<file path="config.mk">
export PLATFORM = sky130hd
export DESIGN_NAME = qspi_tx_serializer
export DESIGN_NICKNAME = d
export VERILOG_FILES = /design/src/rtl/qspi_tx_serializer.sv
export SDC_FILE = /design/constraint.sdc
export NUM_CORES = 1
export LEC_CHECK = 0
export CORE_MARGIN = 8
export CORE_UTILIZATION = 35
export CTS_BUF_LIST = sky130_fd_sc_hd__clkbuf_4
export DETAILED_ROUTE_END_ITERATION = 10
export PLACE_DENSITY = 0.57
export SETUP_SLACK_MARGIN = 0.4
export SYNTH_ARGS = -nofsm -noshare
export SYNTH_HDL_FRONTEND = slang
export SYNTH_SLANG_ARGS = --single-unit
</file>
<file path="constraint.sdc">
create_clock -name rclk -period 3.3 [get_ports rclk]
set_input_delay 0.66 -clock rclk [delete_from_list [all_inputs] [get_ports rclk]]
set_output_delay 0.66 -clock rclk [all_outputs]
set_load 0.05 [all_outputs]
</file>
<file path="src/rtl/qspi_tx_serializer.sv">
// QSPI transmit serializer: pops FIFO words and shifts them MSB-first onto 1/2/4 IO lanes.
// Latency: start -> LOAD next cycle, first symbol on io_out one cycle later, first SCLK rise clk_div+1 cycles after that.
// Backpressure: an empty FIFO parks the FSM in LOAD with SCLK low; data is never skipped or repeated.
module qspi_tx_serializer #(
  parameter int DATAWIDTH = 64,
  parameter int LENW      = 16,
  parameter int DIVW      = 8
) (
  input  logic                 rclk,
  input  logic                 rrstn,
  input  logic                 start,
  input  logic [LENW-1:0]      xfer_len,
  input  logic [1:0]           lane_mode,
  input  logic [DIVW-1:0]      clk_div,
  input  logic [DATAWIDTH-1:0] fifo_rdata,
  input  logic                 fifo_rempty,
  output logic                 fifo_ren,
  output logic                 sclk,
  output logic [3:0]           io_out,
  output logic [3:0]           io_oe,
  output logic                 busy,
  output logic                 done,
  output logic                 underrun
);

  localparam int CNTW = LENW + 3;
  localparam int WCW  = $clog2(DATAWIDTH + 1);
  localparam logic [CNTW-1:0] SYM_ONE  = CNTW'(1);
  localparam logic [WCW-1:0]  WRD_ONE  = WCW'(1);
  localparam logic [WCW-1:0]  WRD_BITS = WCW'(DATAWIDTH);
  localparam logic [DIVW-1:0] DIV_ONE  = DIVW'(1);

  typedef enum logic [1:0] {S_IDLE, S_LOAD, S_SHIFT, S_DONE} state_t;

  state_t               state_q, state_d;
  logic [1:0]           shift_q;      // log2 of bits per symbol
  logic [DIVW-1:0]      div_q;
  logic [DIVW-1:0]      hcnt_q;
  logic                 sclk_q;
  logic [DATAWIDTH-1:0] shreg_q;
  logic [CNTW-1:0]      sym_left_q;
  logic [WCW-1:0]       word_left_q;
  logic [3:0]           oe_q;
  logic                 underrun_q;
  logic                 popped_q;     // a word of this transfer has been consumed

  // Mode 11 falls back to single-lane operation.
  function automatic logic [1:0] mode_to_shift(input logic [1:0] mode);
    case (mode)
      2'b01:   return 2'd1;
      2'b10:   return 2'd2;
      default: return 2'd0;
    endcase
  endfunction

  function automatic logic [3:0] shift_to_mask(input logic [1:0] s);
    case (s)
      2'd1:    return 4'b0011;
      2'd2:    return 4'b1111;
      default: return 4'b0001;
    endcase
  endfunction

  logic [1:0] start_shift;
  logic [2:0] bps;
  logic       half_done;
  logic       sclk_fall;
  logic       last_sym;
  logic       last_in_word;
  logic [3:0] sym;

  assign start_shift  = mode_to_shift(lane_mode);
  assign bps          = 3'd1 << shift_q;
  assign half_done    = (hcnt_q == div_q);
  assign sclk_fall    = (state_q == S_SHIFT) && sclk_q && half_done;
  assign last_sym     = (sym_left_q == SYM_ONE);
  assign last_in_word = (word_left_q == WRD_ONE);

  // State register.
  always_ff @(posedge rclk or negedge rrstn) begin
    if (!rrstn) state_q <= S_IDLE;
    else        state_q <= state_d;
  end

  // Next-state logic; start is only honoured in IDLE, so a start coincident with done is dropped.
  always_comb begin
    state_d = state_q;
    case (state_q)
      S_IDLE:  if (start) state_d = (xfer_len == '0) ? S_DONE : S_LOAD;
      S_LOAD:  if (!fifo_rempty) state_d = S_SHIFT;
      S_SHIFT: if (sclk_fall) begin
                 if (last_sym)          state_d = S_DONE;
                 else if (last_in_word) state_d = S_LOAD;
               end
      S_DONE:  state_d = S_IDLE;
      default: state_d = S_IDLE;
    endcase
  end

  // FSM-decoded outputs; the pop strobe is combinational so the FWFT word is captured in the same cycle.
  always_comb begin
    fifo_ren = 1'b0;
    busy     = 1'b0;
    done     = 1'b0;
    case (state_q)
      S_LOAD:  begin fifo_ren = ~fifo_rempty; busy = 1'b1; end
      S_SHIFT: busy = 1'b1;
      S_DONE:  done = 1'b1;
      default: ;
    endcase
  end

  // Datapath: parameter latch, word capture, SCLK half-period timing and symbol shifting.
  always_ff @(posedge rclk or negedge rrstn) begin
    if (!rrstn) begin
      shift_q     <= '0;
      div_q       <= '0;
      hcnt_q      <= '0;
      sclk_q      <= 1'b0;
      shreg_q     <= '0;
      sym_left_q  <= '0;
      word_left_q <= '0;
      oe_q        <= '0;
      underrun_q  <= 1'b0;
      popped_q    <= 1'b0;
    end else begin
      case (state_q)
        S_IDLE: if (start) begin
          underrun_q <= 1'b0;
          if (xfer_len != '0) begin
            shift_q    <= start_shift;
            div_q      <= clk_div;
            sym_left_q <= {xfer_len, 3'b000} >> start_shift;
            hcnt_q     <= '0;
            sclk_q     <= 1'b0;
            shreg_q    <= '0;
            popped_q   <= 1'b0;
            oe_q       <= shift_to_mask(start_shift);
          end
        end
        S_LOAD: begin
          if (!fifo_rempty) begin
            shreg_q     <= fifo_rdata;
            word_left_q <= WRD_BITS >> shift_q;
            hcnt_q      <= '0;
            sclk_q      <= 1'b0;
            popped_q    <= 1'b1;
          end else if (popped_q) begin
            // Starved mid-transfer; waiting for the very first word is not an underrun.
            underrun_q <= 1'b1;
          end
        end
        S_SHIFT: begin
          if (half_done) begin
            hcnt_q <= '0;
            sclk_q <= ~sclk_q;
            if (sclk_q) begin
              sym_left_q <= sym_left_q - SYM_ONE;
              if (last_sym) begin
                oe_q <= '0;
              end else if (!last_in_word) begin
                shreg_q     <= shreg_q << bps;
                word_left_q <= word_left_q - WRD_ONE;
              end
            end
          end else begin
            hcnt_q <= hcnt_q + DIV_ONE;
          end
        end
        default: ;
      endcase
    end
  end

  // Current symbol from the top of the shift register; unused lanes are driven low.
  always_comb begin
    case (shift_q)
      2'd1:    sym = {2'b00, shreg_q[DATAWIDTH-1 -: 2]};
      2'd2:    sym = shreg_q[DATAWIDTH-1 -: 4];
      default: sym = {3'b000, shreg_q[DATAWIDTH-1]};
    endcase
  end

  assign io_out   = sym & oe_q;
  assign io_oe    = oe_q;
  assign sclk     = sclk_q;
  assign underrun = underrun_q;

endmodule

</file>
Word level (Yosys, flattened, before mapping). Index checks and enable logic that the tools add are counted.

Flip-flop bits (word level): 117. Input bits: 94. Output and inout port bits: 13.

Add/subtract/negate cells: 3. Equal/unequal tests: 24. Shifts and indexed selects: 4. Multiplexer cells: 54. Bitwise operators: 3. Reductions and logical operators: 20.

Operators with widths (number): 64-bit two-way mux (7); 64-bit one-hot mux with 3 select lines (1); 19-bit two-way mux (4); 64-bit by 3-bit << shifter with 64-bit output (1); 19-bit one-hot mux with 2 select lines (1); 7-bit two-way mux (5); 8-bit two-way mux (4); 4-bit one-hot mux with 2 select lines (3); 8-bit one-hot mux with 3 select lines (1); 2-bit != test, second input constant (11); 4-bit two-way mux (5); 19-bit by 1-bit equality test with 1-bit output, second input constant (1); 19-bit by 2-bit right shift with 19-bit output (1); 19-bit by 1-bit subtractor with 19-bit output, second input constant (1); 16-bit zero test (1); 4-bit AND reduction (4); 16-bit nonzero test (1); 7-bit one-hot mux with 2 select lines (1); 2-bit two-way mux (6); 6-bit AND reduction (2); 1-bit two-way mux (11); 2-bit equality test, second input constant (5); 5-bit AND reduction (2); 8-bit by 1-bit adder with 8-bit output, second input constant (1); other kinds (20) (28).

Longest topological paths before layout.
Word-level depth: 7. Mapped depth: 10.

Least setup slack after synthesis. No wires, ideal clock.

Path kind: register to output. Start: reg shift_q[1]. End: out io_out[1]. Data arrival time: 2.229 ns. Data required time: 2.640 ns. Setup slack: 0.411 ns. Cell stages (with the launch flop): 8. Path through: dfrtp_1 > inv_1 > ha_1 > clkbuf_1 > buf_2 > buf_1 > a22oi_1 > nor2_1.

Word-level cells in the longest chain between the ends: 3. Elaborated cells between the ends (all ways): 4.

Ends and longest elaborated chain: start: declaration (RTL line 36) `logic [1:0] shift_q;`; start signal: assignment (RTL line 131) `shift_q <= start_shift;`; 2-bit equality test / 2-bit by 1-bit equality test with 1-bit output (equally long branches) (RTL line 177) `case (shift_q)`; 4-bit one-hot mux with 2 select lines * (RTL line 177); 4-bit AND * (RTL line 184) `assign io_out = sym & oe_q;`; end: declaration (RTL line 19) `output logic [3:0] io_out,`.

Mark *: on every way between the ends. The rest lies on a longest branch, timed or not.

Worst setup path in the final report.
Start: reg shift_q[0]. End: out io_out[2].

The elaborated chain is that of the path after synthesis.

==> results.py <==
metrics = {
    "drt": {
        "drt_iter0_drc": 526,
        "wl_per_cell_um": 19.31,
        "drc": 0,
        "vias": 7468,
        "vias_per_cell": 5.688,
        "wl_mm": 25.36,
        "drtAntennaViolNets": 0,
        "dr.pass1.iters": 5,
    },
    "synth": {
        "ys_seq_elements": 116,
        "syn_area_per_cell_um2": 9.467,
        "syn_inst": 900,
        "syn_area_um2": 8521,
        "synth_cell_type_count": 68,
        "synth_edf_count": 0,
        "synth_top_flop_cell": "dfrtp_1",
        "synth_warnings": 0,
        "async_flop_share_pct": 100.0,
        "syn_nets": 1010,
        "seq_area_frac_synth_pct": 34.07,
    },
    "grt": {
        "grt_pass1_wl_mm": 40.48,
        "antenna_found_initial": 1,
        "track_usage_pct": 17.19,
        "grt_max_degree": 66,
        "grt_pass1_vias": 7554,
        "overflow": 0,
    },
    "clocking": {
        "cts.sinks": 116,
        "clock_tree.root_cell": "clkbuf_4",
        "clk_path_buf_depth": 2,
        "holdBufCountCts": 0,
        "cts_tree": "built",
        "cts_buffers": 17,
        "clock_latency_ns": 0.56,
        "cts_htree_levels": 4,
        "clkTransAtPathRegs_ns": 0.12,
    },
    "floorplan": {
        "die-height_um": 172.0,
        "rows": 57,
        "start_util_pct": 35.35,
        "io_pins": 107,
        "die-area_um2": 29590,
        "core-area_um2": 24110,
        "die_w_um": 172.0,
    },
    "critical_path": {
        "cp.arrival_ns": 2.07,
        "r2r_cells": 7,
        "critPathRequiredTime_ns": 2.64,
        "path_class": "flop to output pin",
        "critPathLaunchType": "flop",
        "path_max_fanout": 9,
        "end_kind": "output pin",
    },
    "layout": {
        "finalNonFillerCells": 1313,
        "drive_gt1_share_pct": 13.56,
        "num-nets-final": 1085,
        "fillers": 2458,
        "area_growth_pct": 20.23,
    },
    "timing": {
        "max_slew_margin_pct": 20.76,
        "hold_viol": 0,
        "fmax_ghz": 0.3662,
        "tightest_slew_ns": 1.176,
        "setup_tns_ns": 0,
        "slew_viol_final": 0,
        "fin_crit_ns": 2.730,
        "post-route-period-util_pct": 82.74,
        "skew_ns": 0.03461,
        "finalSetupViolations": 0,
        "grt_setup_unrepaired": "false",
    },
    "place": {
        "dp_hpwl_mm": 18.50,
        "dp_cells": 1279,
        "portBuffers": 106,
        "routabilityCongestion": 0.8538,
    },
    "power": {
        "switchingPower_mw": 0.7549,
        "clock_power_share_pct": 41.0,
        "seqPwrFrac_pct": 51.3,
        "internal_power_mw": 2.017,
        "vdd_drop_max_uv": 206.5,
        "swShare_pct": 27.24,
        "power_density_nw_per_um2": 270.5,
        "combPwrFrac_pct": 7.8,
        "leakagePower_nw": 3.733,
    },
    "min_path": {
        "hp-class": "input pin to asynchronous set/reset pin",
    },
    "job": {
        "max_cap_violations": 0,
    },
    "status": {
        "status": "finished clean",
    },
}
[metal layers]
metal	GRT usage, %	share of wire (%)	vias up	wire, µm
li1	-	-	3581	-
met1	23.18	46	3636	11550
met2	27.73	47	224	12030
met3	3.082	5.3	27	1339
met4	5.060	1.7	0	435
met5	0	0	-	0
[through the flow]
step	area, µm²	hold slack, ns	total power, mW	utilization (%)	worst slack, ns
3_5_place_dp	9928	0.4959	1.666	41.19	0.1214
6_report	10240	0.1788	2.771	42.50	0.5696
2_1_floorplan	8521	0.3644	1.495	-	0.4105
5_1_grt	10240	0.1934	2.871	42.50	0.4488
3_3_place_gp	9928	0.4866	1.665	41.19	0.1610
4_1_cts	10220	0.1691	2.801	42.42	0.4189
[flip-flops by register name (all words and copies together) (netlist names)]
| name | cells |
|---|---|
| div_q | 8 |
| word_left_q | 7 |
| shift_q | 2 |
| state_q | 2 |
| underrun | 1 |
| shreg_q | 64 |
| hcnt_q | 8 |
| io_oe | 3 |
| sym_left_q | 19 |
| sclk | 1 |
| popped_q | 1 |
[cell usage in the layout (no fill, tap or decap), types with 4 or more instances in the layout]
cell / Yosys / routed
a21o_1: 4 / 4
a21oi_1: 24 / 24
a221oi_1: 44 / 44
a22o_1: 6 / 6
and2_1: 35 / 35
and3_1: 5 / 5
buf_12: 0 / 10
buf_4: 8 / 22
clkbuf_4: 0 / 17
clkdlybuf4s50_1: 0 / 99
dfrtp_1: 116 / 116
ha_1: 16 / 12
inv_1: 17 / 17
inv_6: 0 / 7
mux2_2: 29 / 29
mux2i_1: 124 / 124
nand2_1: 52 / 52
nand2b_1: 5 / 5
nand3_1: 12 / 12
nor2_1: 50 / 49
nor2b_1: 4 / 4
nor3_1: 15 / 15
nor4_1: 4 / 4
o21ai_0: 83 / 83
o21ai_1: 6 / 6
o221ai_1: 5 / 5
o22ai_1: 24 / 24
o2bb2ai_1: 30 / 30
o2bb2ai_2: 11 / 11
o31ai_1: 14 / 14
or2_2: 6 / 7
or3_1: 9 / 9
or4_1: 5 / 5
xor2_1: 8 / 8
[synthesized netlist by cell type, drive strengths merged, types with 2 or more instances]
| library cell | instances | area, µm² |
|---|---|---|
| nor2b | 4 | 25.02 |
| and4 | 2 | 17.52 |
| o21ai | 89 | 445.4 |
| and2 | 35 | 219.0 |
| ha | 16 | 200.2 |
| xor2 | 8 | 70.07 |
| clkbuf | 41 | 155.1 |
| or2 | 7 | 43.80 |
| and3 | 6 | 38.79 |
| inv | 17 | 63.81 |
| a221o | 3 | 30.03 |
| a21oi | 27 | 153.9 |
| nand3 | 13 | 70.07 |
| o211ai | 3 | 22.52 |
| or4 | 8 | 71.32 |
| mux2i | 124 | 1241 |
| dfrtp | 116 | 2903 |
| a22oi | 3 | 22.52 |
| nor4 | 9 | 113.9 |
| nand2 | 52 | 195.2 |
| a311oi | 3 | 26.28 |
| o32ai | 2 | 17.52 |
| o2bb2ai | 41 | 427.9 |
| a31oi | 3 | 18.77 |
| o221ai | 5 | 43.79 |
| o31ai | 14 | 105.1 |
| or3 | 9 | 56.30 |
| a22o | 6 | 52.55 |
| nor4b | 2 | 17.52 |
| a211o | 3 | 26.28 |
| a21o | 4 | 30.03 |
| o22ai | 24 | 150.1 |
| mux2 | 29 | 326.6 |
| buf | 39 | 269.0 |
| nand2b | 5 | 31.28 |
| o21a | 2 | 15.01 |
| a221oi | 44 | 385.4 |
| nor3 | 17 | 95.09 |
| or4b | 3 | 30.03 |
| nor2 | 50 | 187.7 |
[power by group through the flow]
stage	combinational (mW)	sequential [mW]	clock (mW)
floorplan	0.0458	1.45	0
global placement	0.217	1.45	0
detailed placement	0.218	1.45	0
CTS	0.219	1.42	1.16
global route	0.232	1.42	1.22
finish	0.215	1.42	1.14
[worst paths after layout]
check	start	endpoint	slack [ns]
worst max-delay path	shift_q[0]	io_out[2]	0.57
worst min-delay path	rrstn	div_q[4]	0.18
worst max register to register	sym_left_q[6]	shreg_q[18]	0.67
worst min register to register	word_left_q[6]	word_left_q[6]	0.52
max in group asynchronous	rrstn	shreg_q[26]	2.42
min in group rclk	word_left_q[6]	word_left_q[6]	0.52
[critical path, cell delays in order, from the launching register on]
cell and delay, ns:
dfrtp_1 0.44, inv_1 0.15, ha_2 0.30, and4_1 0.24
clkdlybuf4s15_2 0.38
[timing repair]
item                       in CTS  in global routing
gates resized for setup         8                  1
buffers inserted                0                  1
setup endpoints to repair       4                  4
pin swaps                       0                  1
[cell type report]
type,count,area (µm²),share of cell area [%]
Antenna cell,1,2.502,0.02443
Clock buffer,17,127.6,1.246
Clock inverter,15,168.9,1.649
Inverter,17,63.81,0.6229
Multi-Input combinational cell,687,5162,50.39
Sequential cell,116,2903,28.33
Tap cell,324,405.4,3.957
Timing Repair Buffer,136,1411,13.78
[logic make-up (layout without fill, tap and decap cells)]
kind of cell             after synthesis  after routing  share of synthesized area [%]
other                                  0              1                              0
adder cells (fa/ha/maj)               16             16                          2.349
flip-flops                           116            116                          34.07
multiplexers                         153            153                          18.40
AND/OR/NAND/NOR                      225            225                          14.49
XOR/XNOR                               8              8                         0.8224
AO/OA/AOI/OAI                        285            285                          24.14
buffers and inverters                 97            185                          5.727
Power figures use the tool's default switching activity.
